===== src/rtl/sensor_regmap_pkg.sv =====
// Shared types and address-map constants for the sensor snapshot register map.
package sensor_regmap_pkg;

    typedef logic [7:0] byte_t;

    localparam int unsigned STATUS_ADDR = 0;
    localparam int unsigned DATA_BASE   = 1;
    localparam byte_t       OOR_BYTE    = 8'h00;

    // Bytes the map can occupy: status byte, channel data and the checksum slot.
    function automatic int unsigned regmap_bytes(input int unsigned nch, input int unsigned cb);
        return nch * cb + 2;
    endfunction

endpackage


===== src/rtl/sensor_chan_reg.sv =====
// One sensor channel: live register, snapshot bank register and update tracking.
module sensor_chan_reg
    import sensor_regmap_pkg::*;
#(
    parameter int unsigned CW = 16
) (
    input  logic          clk,
    input  logic          rst,
    input  logic [CW-1:0] sample_data,
    input  logic          sample_valid,
    input  logic          snap,
    output logic [CW-1:0] bank,
    output logic          fresh,
    output byte_t         live_xor
);

    logic [CW-1:0] live;
    logic          upd;

    always_ff @(posedge clk) begin
        if (rst) begin
            live  <= '0;
            bank  <= '0;
            fresh <= 1'b0;
            upd   <= 1'b0;
        end else begin
            if (sample_valid) begin
                live <= sample_data;
            end
            if (snap) begin
                bank  <= live;
                fresh <= upd | sample_valid;
                // A sample colliding with the capture lands after it, so it also
                // counts toward the following interval.
                upd   <= sample_valid;
            end else if (sample_valid) begin
                upd <= 1'b1;
            end
        end
    end

    always_comb begin
        live_xor = '0;
        for (int unsigned k = 0; k < CW / 8; k++) begin
            live_xor = live_xor ^ live[8*k +: 8];
        end
    end

endmodule


===== src/rtl/sensor_snapshot_regmap.sv =====
// Byte-addressed sensor register map with coherent snapshot bank and 1-cycle read port.
// Define SENSOR_SNAPSHOT_CRC_EN to add an XOR checksum byte at address LAST+1.
module sensor_snapshot_regmap
    import sensor_regmap_pkg::*;
#(
    parameter int unsigned NUM_CH   = 12,
    parameter int unsigned CH_BYTES = 2,
    parameter int unsigned ADDR_W   = 8
) (
    input  logic                       clk,
    input  logic                       rst,
    input  logic [NUM_CH*8*CH_BYTES-1:0] sample_data,
    input  logic [NUM_CH-1:0]          sample_valid,
    input  logic                       snap_req,
    output logic                       snap_done,
    output logic [7:0]                 snap_seq,
    output logic [NUM_CH-1:0]          fresh,
    input  logic                       rd_en,
    input  logic [ADDR_W-1:0]          rd_addr,
    output logic                       rd_valid,
    output logic [7:0]                 rd_data,
    output logic                       rd_err
);

    localparam int unsigned CW   = 8 * CH_BYTES;
    localparam int unsigned LAST = NUM_CH * CH_BYTES;

    if (NUM_CH < 1 || NUM_CH > 64 || CH_BYTES < 1 || CH_BYTES > 4 ||
        64'(regmap_bytes(NUM_CH, CH_BYTES)) > (64'd1 << ADDR_W)) begin : g_cfg_err
        $error("sensor_snapshot_regmap: parameters do not fit the address space");
    end

    logic [CW-1:0] bank [NUM_CH];
    byte_t         live_xor [NUM_CH];
    byte_t         bank_bytes [LAST];

    for (genvar g = 0; g < NUM_CH; g++) begin : g_chan
        sensor_chan_reg #(
            .CW(CW)
        ) u_chan (
            .clk         (clk),
            .rst         (rst),
            .sample_data (sample_data[g*CW +: CW]),
            .sample_valid(sample_valid[g]),
            .snap        (snap_req),
            .bank        (bank[g]),
            .fresh       (fresh[g]),
            .live_xor    (live_xor[g])
        );
        // Byte 0 of a channel is its most significant byte.
        for (genvar k = 0; k < CH_BYTES; k++) begin : g_byte
            assign bank_bytes[g*CH_BYTES+k] = bank[g][CW-1-8*k -: 8];
        end
    end

`ifdef SENSOR_SNAPSHOT_CRC_EN
    byte_t chk;
    byte_t live_xor_all;

    always_comb begin
        live_xor_all = '0;
        for (int unsigned i = 0; i < NUM_CH; i++) begin
            live_xor_all = live_xor_all ^ live_xor[i];
        end
    end

    always_ff @(posedge clk) begin
        if (rst) begin
            chk <= '0;
        end else if (snap_req) begin
            chk <= live_xor_all;
        end
    end
`else
    logic unused_live_xor;

    always_comb begin
        unused_live_xor = 1'b0;
        for (int unsigned i = 0; i < NUM_CH; i++) begin
            unused_live_xor = unused_live_xor ^ (^live_xor[i]);
        end
    end
`endif

    byte_t rd_byte;
    logic  rd_oor;

    always_comb begin
        rd_byte = OOR_BYTE;
        rd_oor  = 1'b1;
        if (32'(rd_addr) == STATUS_ADDR) begin
            rd_byte = snap_seq;
            rd_oor  = 1'b0;
        end
        for (int unsigned j = 0; j < LAST; j++) begin
            if (32'(rd_addr) == DATA_BASE + j) begin
                rd_byte = bank_bytes[j];
                rd_oor  = 1'b0;
            end
        end
`ifdef SENSOR_SNAPSHOT_CRC_EN
        if (32'(rd_addr) == DATA_BASE + LAST) begin
            rd_byte = chk;
            rd_oor  = 1'b0;
        end
`endif
    end

    always_ff @(posedge clk) begin
        if (rst) begin
            snap_seq  <= '0;
            snap_done <= 1'b0;
            rd_valid  <= 1'b0;
            rd_data   <= '0;
            rd_err    <= 1'b0;
        end else begin
            snap_done <= snap_req;
            if (snap_req) begin
                snap_seq <= snap_seq + 8'd1;
            end
            rd_valid <= rd_en;
            rd_err   <= rd_en & rd_oor;
            if (rd_en) begin
                rd_data <= rd_byte;
            end
        end
    end

endmodule


===== config.mk =====
export PLATFORM = sky130hd
export DESIGN_NAME = sensor_snapshot_regmap
export DESIGN_NICKNAME = d
export VERILOG_FILES = /design/src/rtl/sensor_regmap_pkg.sv /design/src/rtl/sensor_chan_reg.sv /design/src/rtl/sensor_snapshot_regmap.sv
export SDC_FILE = /design/constraint.sdc
export NUM_CORES = 1
export LEC_CHECK = 0
export BUFFER_PORTS_ARGS = -buffer_cell sky130_fd_sc_hd__buf_4
export CORE_ASPECT_RATIO = 1.4
export CORE_UTILIZATION = 61
export CTS_CLUSTER_DIAMETER = 30
export DETAILED_ROUTE_END_ITERATION = 8
export PLACE_DENSITY = 0.94
export SLEW_MARGIN = 5
export SYNTH_ARGS = -nofsm -noshare
export SYNTH_HDL_FRONTEND = slang
export SYNTH_SLANG_ARGS = --single-unit

===== constraint.sdc =====
create_clock -name clk -period 5 [get_ports clk]
set_input_delay 0.75 -clock clk [delete_from_list [all_inputs] [get_ports clk]]
set_output_delay 0.75 -clock clk [all_outputs]
set_load 0.05 [all_outputs]

==> flow_metrics.tcl, run 1 <==
set metrics [dict create \
    cts_buffer_depth 3 \
    synthXorXnorAreaFrac 0.00250 \
    fmax_mhz 359 \
    internal_power_w 0.00644 \
    wl_met2_mm 27.6 \
    critPathCaptureType "flop" \
    switchingPower_w 0.00219 \
    cp_slowest_cell "nor2b_1" \
    cts.sinks 427 \
    die_area_um2 29500 \
    grt_usage 0.355 \
    final_hold_viol_count 0 \
    ys_ff_latch 427 \
    synthSimpleGateAreaFrac 0.145 \
    vdd_drop_max_v 0.000344 \
    cts-root-buf "clkbuf_16" \
    power_density_nw_per_um2 405 \
    status "finished clean" \
    yosysMostFrequentCell "nor2_1" \
    wl_met1_mm 19.9 \
    p_leak_nw 9.60 \
    postRouteAntennaNets 0 \
    ys.flop_type "dfxtp_1" \
    synth_top_cells_by_area "dfxtp_1 (49%), mux2i_1 (23%), nor2_1 (10%)" \
    syn_to_final_growth_pct 21.3 \
    syn_area_um2 17600 \
    synth_top_area_cell "dfxtp_1" \
    critPathBufInv 1 \
    setup_tns_ns 0 \
    avgRoutedWirePerCell_um 22.2 \
    muxShareOfSynthArea 0.244 \
    core_um2 28300 \
    crit_fanout 87 \
    synth_nets 2051 \
    tightest_slew_ns 1.08 \
    clock_power_share 0.479 \
    crit_type "input port to flop" \
    post_cts_buffers 0 \
    drv_cap 0 \
    cp.required_ns 5.50 \
    synth_compound_gate_area_share 0.0813 \
    htree_levels 2 \
    ctsHoldBuffers 0 \
    initial_core_util 0.620 \
    seq_power_share 0.428 \
    grt_first_pass_wirelength_mm 82.0 \
    worstPathArrival_ns 3.28 \
    layout.nets 2213 \
    final_layout_size_suffix_gt1_frac 0.184 \
    cts_tree "built" \
    place_congestion 0.977 \
    cp_cell_sequence "buf_4, nor2b_1, a221oi_1, o21ai_0, nor4b_1, nor4_1, nor2_1" \
    worstSetupStartpointType "input port" \
    p_sw_frac 0.253 \
    die_w_um 145 \
    synthAdderAreaFrac 0.000713 \
    syn_inst 1834 \
    netlist.area_leader.share 0.487 \
    ios 247 \
    hold_path.class "input port to flop" \
    period_share 0.558 \
    grt_pass1_vias 14600 \
    vias 14500 \
    rows 73 \
    synthDistinctLibCells 74 \
    antenna_found_initial 0 \
    overflow 0 \
    ys_async_sr_fraction 0 \
    clk_pin_slew_worst_paths_ns 0.06 \
    finalCriticalPeriod_ns 2.79 \
    fin_worst_skew_ns 0.0245 \
    die_h_um 203 \
    cts_buffers 53 \
    ys_top_cells_by_count "nor2_1 (469), dfxtp_1 (427), mux2i_1 (409), clkbuf_1 (82), a21oi_1 (50)" \
    slew_viol_final 0 \
    synth_area_per_cell_um2 9.57 \
    synth_edf_count 0 \
    drt-total-wl_mm 53.6 \
    yosysWarnings 0 \
    finalPower_w 0.00863 \
    grt_start_max_net_pins 226 \
    via_per_inst 6.00 \
    n_fill_cell 1789 \
    ys_seq_area_frac 0.487 \
    multi_input_area_um2 8320 \
    worst_path_largest_cell_delay_ns 0.79 \
    seqCellArea_um2 8550 \
    place.port_buffers 246 \
    setup_viol 0 \
    cp_top_family "simple AND/OR/NAND/NOR gates" \
    worst_hold_slack_ns 0.409 \
    worstSkewPairLatency_ns 0.58 \
    drt-initial-drc-count 1358 \
    drc 0 \
    synth_top_family_by_area "multiplexers" \
    top_layer "met4" \
    antenna_cells 0 \
    cts_resized 0 \
    drtPass1Iterations 7 \
    max_slew_margin 0.279 \
    combPwrFrac 0.092 \
    dpl.hpwl_mm 35.5 \
    rsz0062_at_grt "false" \
    route.met3.wl_mm 3.01 \
]
-- routing by layer --
metal	global-route usage	vias up
met2	0.641	648
met5	0	-
li1	-	6694
met4	0.213	0
met1	0.394	6963
met3	0.0560	182
-- worst paths after layout --
| kind | to | startpoint | depth (start not counted) | slack (ns) |
|---|---|---|---|---|
| min reg2reg | g_chan[11].u_chan.fresh$_SDFFE_PP0P_ | g_chan[11].u_chan.fresh$_SDFFE_PP0P_ | 2 | 0.49 |
| min | g_chan[3].u_chan.live[9]$_SDFFE_PP0P_ | sample_data[57] | 3 | 0.41 |
| max reg2reg | rd_data[2]$_SDFFE_PP0P_ | snap_seq[2]$_SDFFE_PP0P_ | 6 | 3.13 |
| max | rd_data[6]$_SDFFE_PP0P_ | rd_addr[1] | 7 | 2.21 |
-- tightest hold or removal path, delay by kind of cell --
kind / cells / cell delay, ns
multiplexers: 1 / 0.05
buffers and inverters: 1 / 0.08
AND/OR/NAND/NOR: 1 / 0.07
-- logic make-up (layout without fill, tap and decap cells) --
kind of cell             after synthesis  after routing
AND/OR/NAND/NOR                      603            603
flip-flops                           427            427
multiplexers                         424            424
AO/OA/AOI/OAI                        213            213
buffers and inverters                161            368
XOR/XNOR                               5              5
adder cells (fa/ha/maj)                1              1
-- area by class of cell --
| cell class | count | share of cell area |
|---|---|---|
| flip-flops and latches | 427 | 0.402 |
| multi-input cells | 1246 | 0.391 |
| repair buffers | 254 | 0.0915 |
| clock buffers | 61 | 0.0671 |
| clock inverters | 39 | 0.0245 |
| well taps | 375 | 0.0220 |
| inverters | 14 | 0.00247 |
-- power by group through the flow --
| stage | registers (W) | logic, W | clock network [W] |
|---|---|---|---|
| global placement | 0.00375 | 0.000745 | 0 |
| detailed placement | 0.00376 | 0.000771 | 0 |
| finish | 0.00370 | 0.000798 | 0.00413 |
| floorplan | 0.00372 | 0.000511 | 0 |
| CTS | 0.00369 | 0.000792 | 0.00416 |
| global route | 0.00371 | 0.000849 | 0.00432 |
-- per-stage QoR --
step	std cells	util	area [um^2]	worst slack, ns
3_5_place_dp	2316	0.683	19300	1.73
5_1_grt	2416	0.752	21300	2.10
6_report	2416	0.752	21300	2.21
2_1_floorplan	1834	-	17600	2.62
4_1_cts	2416	0.752	21300	2.30
3_3_place_gp	2316	0.683	19300	1.76
-- state kept, by name, summed over array words and instances, names as in the netlist --
signal and count:
snap_done 1, g_chan.u_chan.upd 12, g_chan.u_chan.fresh 12, snap_seq 8, rd_data 8, rd_valid 1
g_chan.u_chan.live 192, g_chan.u_chan.bank 192, rd_err 1
-- cell usage in the layout, fill, tap and decap left out, types with 13 or more instances in the layout --
cell type	netlist	layout
a211oi_1	23	23
a21oi_1	50	50
buf_4	13	250
clkbuf_16	0	55
dfxtp_1	427	427
mux2i_1	409	409
nand2_1	36	36
nand3_1	16	16
nor2_1	469	469
nor3_1	13	13
o21ai_0	36	36
Power figures use the tool's default switching activity.
==> run 2: changes to the inputs <==
- ABC_AREA: not set -> 1
- CORE_UTILIZATION: 61 -> 57
- PLACE_DENSITY: 0.94 -> 0.9
- clock period: 5 -> 2.65 ns (I/O delays scaled with it)
==> flow_metrics.tcl, run 2 <==
set metrics [dict create \
    yosysWarnings 0 \
    ys_seq_area_frac 0.516 \
    htree_levels 2 \
    layout.nets 2676 \
    drt-initial-drc-count 1377 \
    largest_registers "g_chan.u_chan.bank (192), g_chan.u_chan.live (192)" \
    postRouteAntennaNets 0 \
    cts_buffers 53 \
    crit_fanout 11 \
    n_fill_cell 2150 \
    r2r-end "rd_data[0]$_SDFFE_PP0P_" \
    worstSkewPairLatency_ns 0.57 \
    muxShareOfSynthArea 0.000605 \
    slew_viol_final 0 \
    placed_cell_area_um2 18600 \
    syn_inst 2270 \
    max_slew_margin 0.454 \
    finalPower_w 0.0164 \
    place.port_buffers 246 \
    synthDistinctLibCells 34 \
    rrSetupSlack_ns 0.70 \
    fin_util 0.722 \
    final_layout_size_suffix_gt1_frac 0.169 \
    hold_path.class "input port to flop" \
    ctsHoldBuffers 0 \
    ys_ff_latch 427 \
    ff2ff_path_depth 16 \
    internal_power_w 0.0123 \
    mostFrequentLayoutCell "nor2_1" \
    power_density_nw_per_um2 796 \
    grt_start_max_net_pins 143 \
    tightest_slew_ns 0.819 \
    combPwrFrac 0.084 \
    dp_cells 2779 \
    die_w_um 146 \
    grt_pass1_vias 15500 \
    ys_top_cells_by_count "nor2_1 (735), dfxtp_1 (427), o21ai_0 (420), nand2_1 (185), clkbuf_1 (127)" \
    ys.flop_type "dfxtp_1" \
    grt_usage 0.341 \
    cp_top_family "simple AND/OR/NAND/NOR gates" \
    synthXorXnorAreaFrac 0 \
    final_hold_viol_count 0 \
    cp.required_ns 3.08 \
    ys_async_sr_fraction 0 \
    post_cts_buffers 0 \
    clk_pin_slew_worst_paths_ns 0.06 \
    final_cell_mix "nor2_1 (735), dfxtp_1 (427), o21ai_0 (420)" \
    netlist.area_leader.share 0.516 \
    crit_start "rd_addr[7]" \
    synth_top_family_by_area "simple AND/OR/NAND/NOR gates" \
    synth_nets 2487 \
    fin_worst_skew_ns 0.0127 \
    synth_top_cells_by_area "dfxtp_1 (52%), nor2_1 (17%), o21ai_0 (13%)" \
    syn_area_um2 16600 \
    critPathBufInv 3 \
    p_leak_nw 8.98 \
    cts-root-buf "clkbuf_16" \
    postLayoutCellArea_um2 20600 \
    synthAdderAreaFrac 0.000756 \
    drv_cap 0 \
    drc 0 \
    cts_resized 0 \
    die_h_um 204 \
    period_share 0.790 \
    ios 247 \
    finalCriticalPeriod_ns 2.09 \
    p_sw_frac 0.251 \
    critPathCaptureType "flop" \
    syn_to_final_growth_pct 24.3 \
    setup_viol 0 \
    cp_cell_sequence "buf_4, nor2_1, nand2_4, inv_2, nand2_2, nor2_4, inv_1, o21ai_1, nand3_1, nor3_1, nand3_1, nand2_1, nand4_1, nand2_1, nand3_1, nand2_1, a21oi_1" \
    via_per_inst 5.56 \
    antenna_found_initial 2 \
    worst_path_largest_cell_delay_ns 0.24 \
    reg2reg_from "snap_seq[0]$_SDFFE_PP0P_" \
    seq_power_share 0.434 \
    synthSimpleGateAreaFrac 0.250 \
    rows 73 \
    vias 16000 \
    rsz0062_at_grt "false" \
    crit_end "rd_data[6]$_SDFFE_PP0P_" \
    cts.sinks 427 \
    instances_no_fill 2881 \
    drtPass1Iterations 6 \
    yosysMostFrequentCell "nor2_1" \
    status "finished clean" \
    switchingPower_w 0.00411 \
    cp_slowest_cell "inv_2" \
    worstSetupStartpointType "input port" \
    synth_compound_gate_area_share 0.166 \
    dpl.hpwl_mm 35.8 \
    place_congestion 0.955 \
    synth_top_area_cell "dfxtp_1" \
    avgRoutedWirePerCell_um 17.9 \
    cts_buffer_depth 3 \
    synth_area_per_cell_um2 7.29 \
    setup_tns_ns 0 \
    crit_type "input port to flop" \
    drt-total-wl_mm 51.5 \
    die_area_um2 29700 \
    synth_edf_count 0 \
    clock_power_share 0.482 \
    initial_core_util 0.581 \
    core_um2 28500 \
    grt_first_pass_wirelength_mm 80.0 \
    worstPathArrival_ns 2.53 \
    fmax_mhz 478 \
    cp.depth 17 \
    vdd_drop_max_v 0.000595 \
    overflow 0 \
    cts_tree "built" \
]
-- run 2: kinds of logic (layout without fill, tap and decap cells) --
| family | Yosys count | after routing |
|---|---|---|
| AND/OR/NAND/NOR | 1026 | 1026 |
| AO/OA/AOI/OAI | 540 | 540 |
| flip-flops | 427 | 427 |
| buffers and inverters | 275 | 509 |
| adder cells (fa/ha/maj) | 1 | 1 |
| multiplexers | 1 | 1 |
| other | 0 | 2 |
-- run 2: how the worst min path moves through the flow --
stage	from	endpoint	slack, ns	cells past startpoint
floorplan	g_chan[4].u_chan.bank[10]$_SDFFE_PP0P_	g_chan[4].u_chan.bank[10]$_SDFFE_PP0P_	0.43	2
global placement	g_chan[0].u_chan.upd$_SDFFE_PP0P_	g_chan[0].u_chan.fresh$_SDFFE_PP0P_	0.44	2
detailed placement	g_chan[0].u_chan.upd$_SDFFE_PP0P_	g_chan[0].u_chan.fresh$_SDFFE_PP0P_	0.46	2
CTS	sample_data[177]	g_chan[11].u_chan.live[1]$_SDFFE_PP0P_	0.04	3
global route	sample_data[135]	g_chan[8].u_chan.live[7]$_SDFFE_PP0P_	0.05	3
finish	sample_data[183]	g_chan[11].u_chan.live[7]$_SDFFE_PP0P_	0.05	3
-- run 2: power groups by stage --
stage | sequential (W) | clock [W] | combinational [W]
final | 0.00710 | 0.00789 | 0.00138
after global placement | 0.00722 | 0 | 0.00130
after floorplan | 0.00714 | 0 | 0.000810
after CTS | 0.00709 | 0.00790 | 0.00137
after detailed placement | 0.00722 | 0 | 0.00134
after global routing | 0.00713 | 0.00820 | 0.00152
-- run 2: metrics by stage --
stage | hold slack (ns) | worst slack (ns)
floorplan | 0.429 | 0.706
global placement | 0.442 | 0.134
detailed placement | 0.457 | 0.0216
CTS | 0.0397 | 0.600
global route | 0.0502 | 0.299
finish | 0.0485 | 0.557
-- run 2: layer usage --
layer | up-vias | GRT usage | part of all wire
met5 | - | 0 | 0
met4 | 0 | 0.180 | 0.050
met3 | 144 | 0.0412 | 0.057
met2 | 713 | 0.618 | 0.51
met1 | 7441 | 0.393 | 0.38
li1 | 7707 | - | -
-- run 2: area by class of cell --
class | count | area [um^2] | share of cell area
Sequential cell | 427 | 8550 | 0.416
Multi-Input combinational cell | 1568 | 6920 | 0.336
Timing Repair Buffer | 279 | 2140 | 0.104
Clock buffer | 62 | 1440 | 0.0701
Clock inverter | 38 | 541 | 0.0263
Inverter | 130 | 500 | 0.0243
Tap cell | 375 | 469 | 0.0228
Antenna cell | 2 | 5.00 | 0.000243
-- run 2: worst reg2reg max path, cell delays in order (launching register included) --
cell and delay, ns:
dfxtp_1 0.36, nand2_1 0.10, nand2_1 0.05, nor2_1 0.15, nand4_1 0.10, nand2_1 0.09, nand4_1 0.10, nand2_1 0.09
nand3_1 0.07, nor2_1 0.09, nand3_1 0.07, nand2_1 0.07, nand4_1 0.07, nor2_1 0.19, nand3_1 0.10, nand2_1 0.08
a21oi_1 0.05
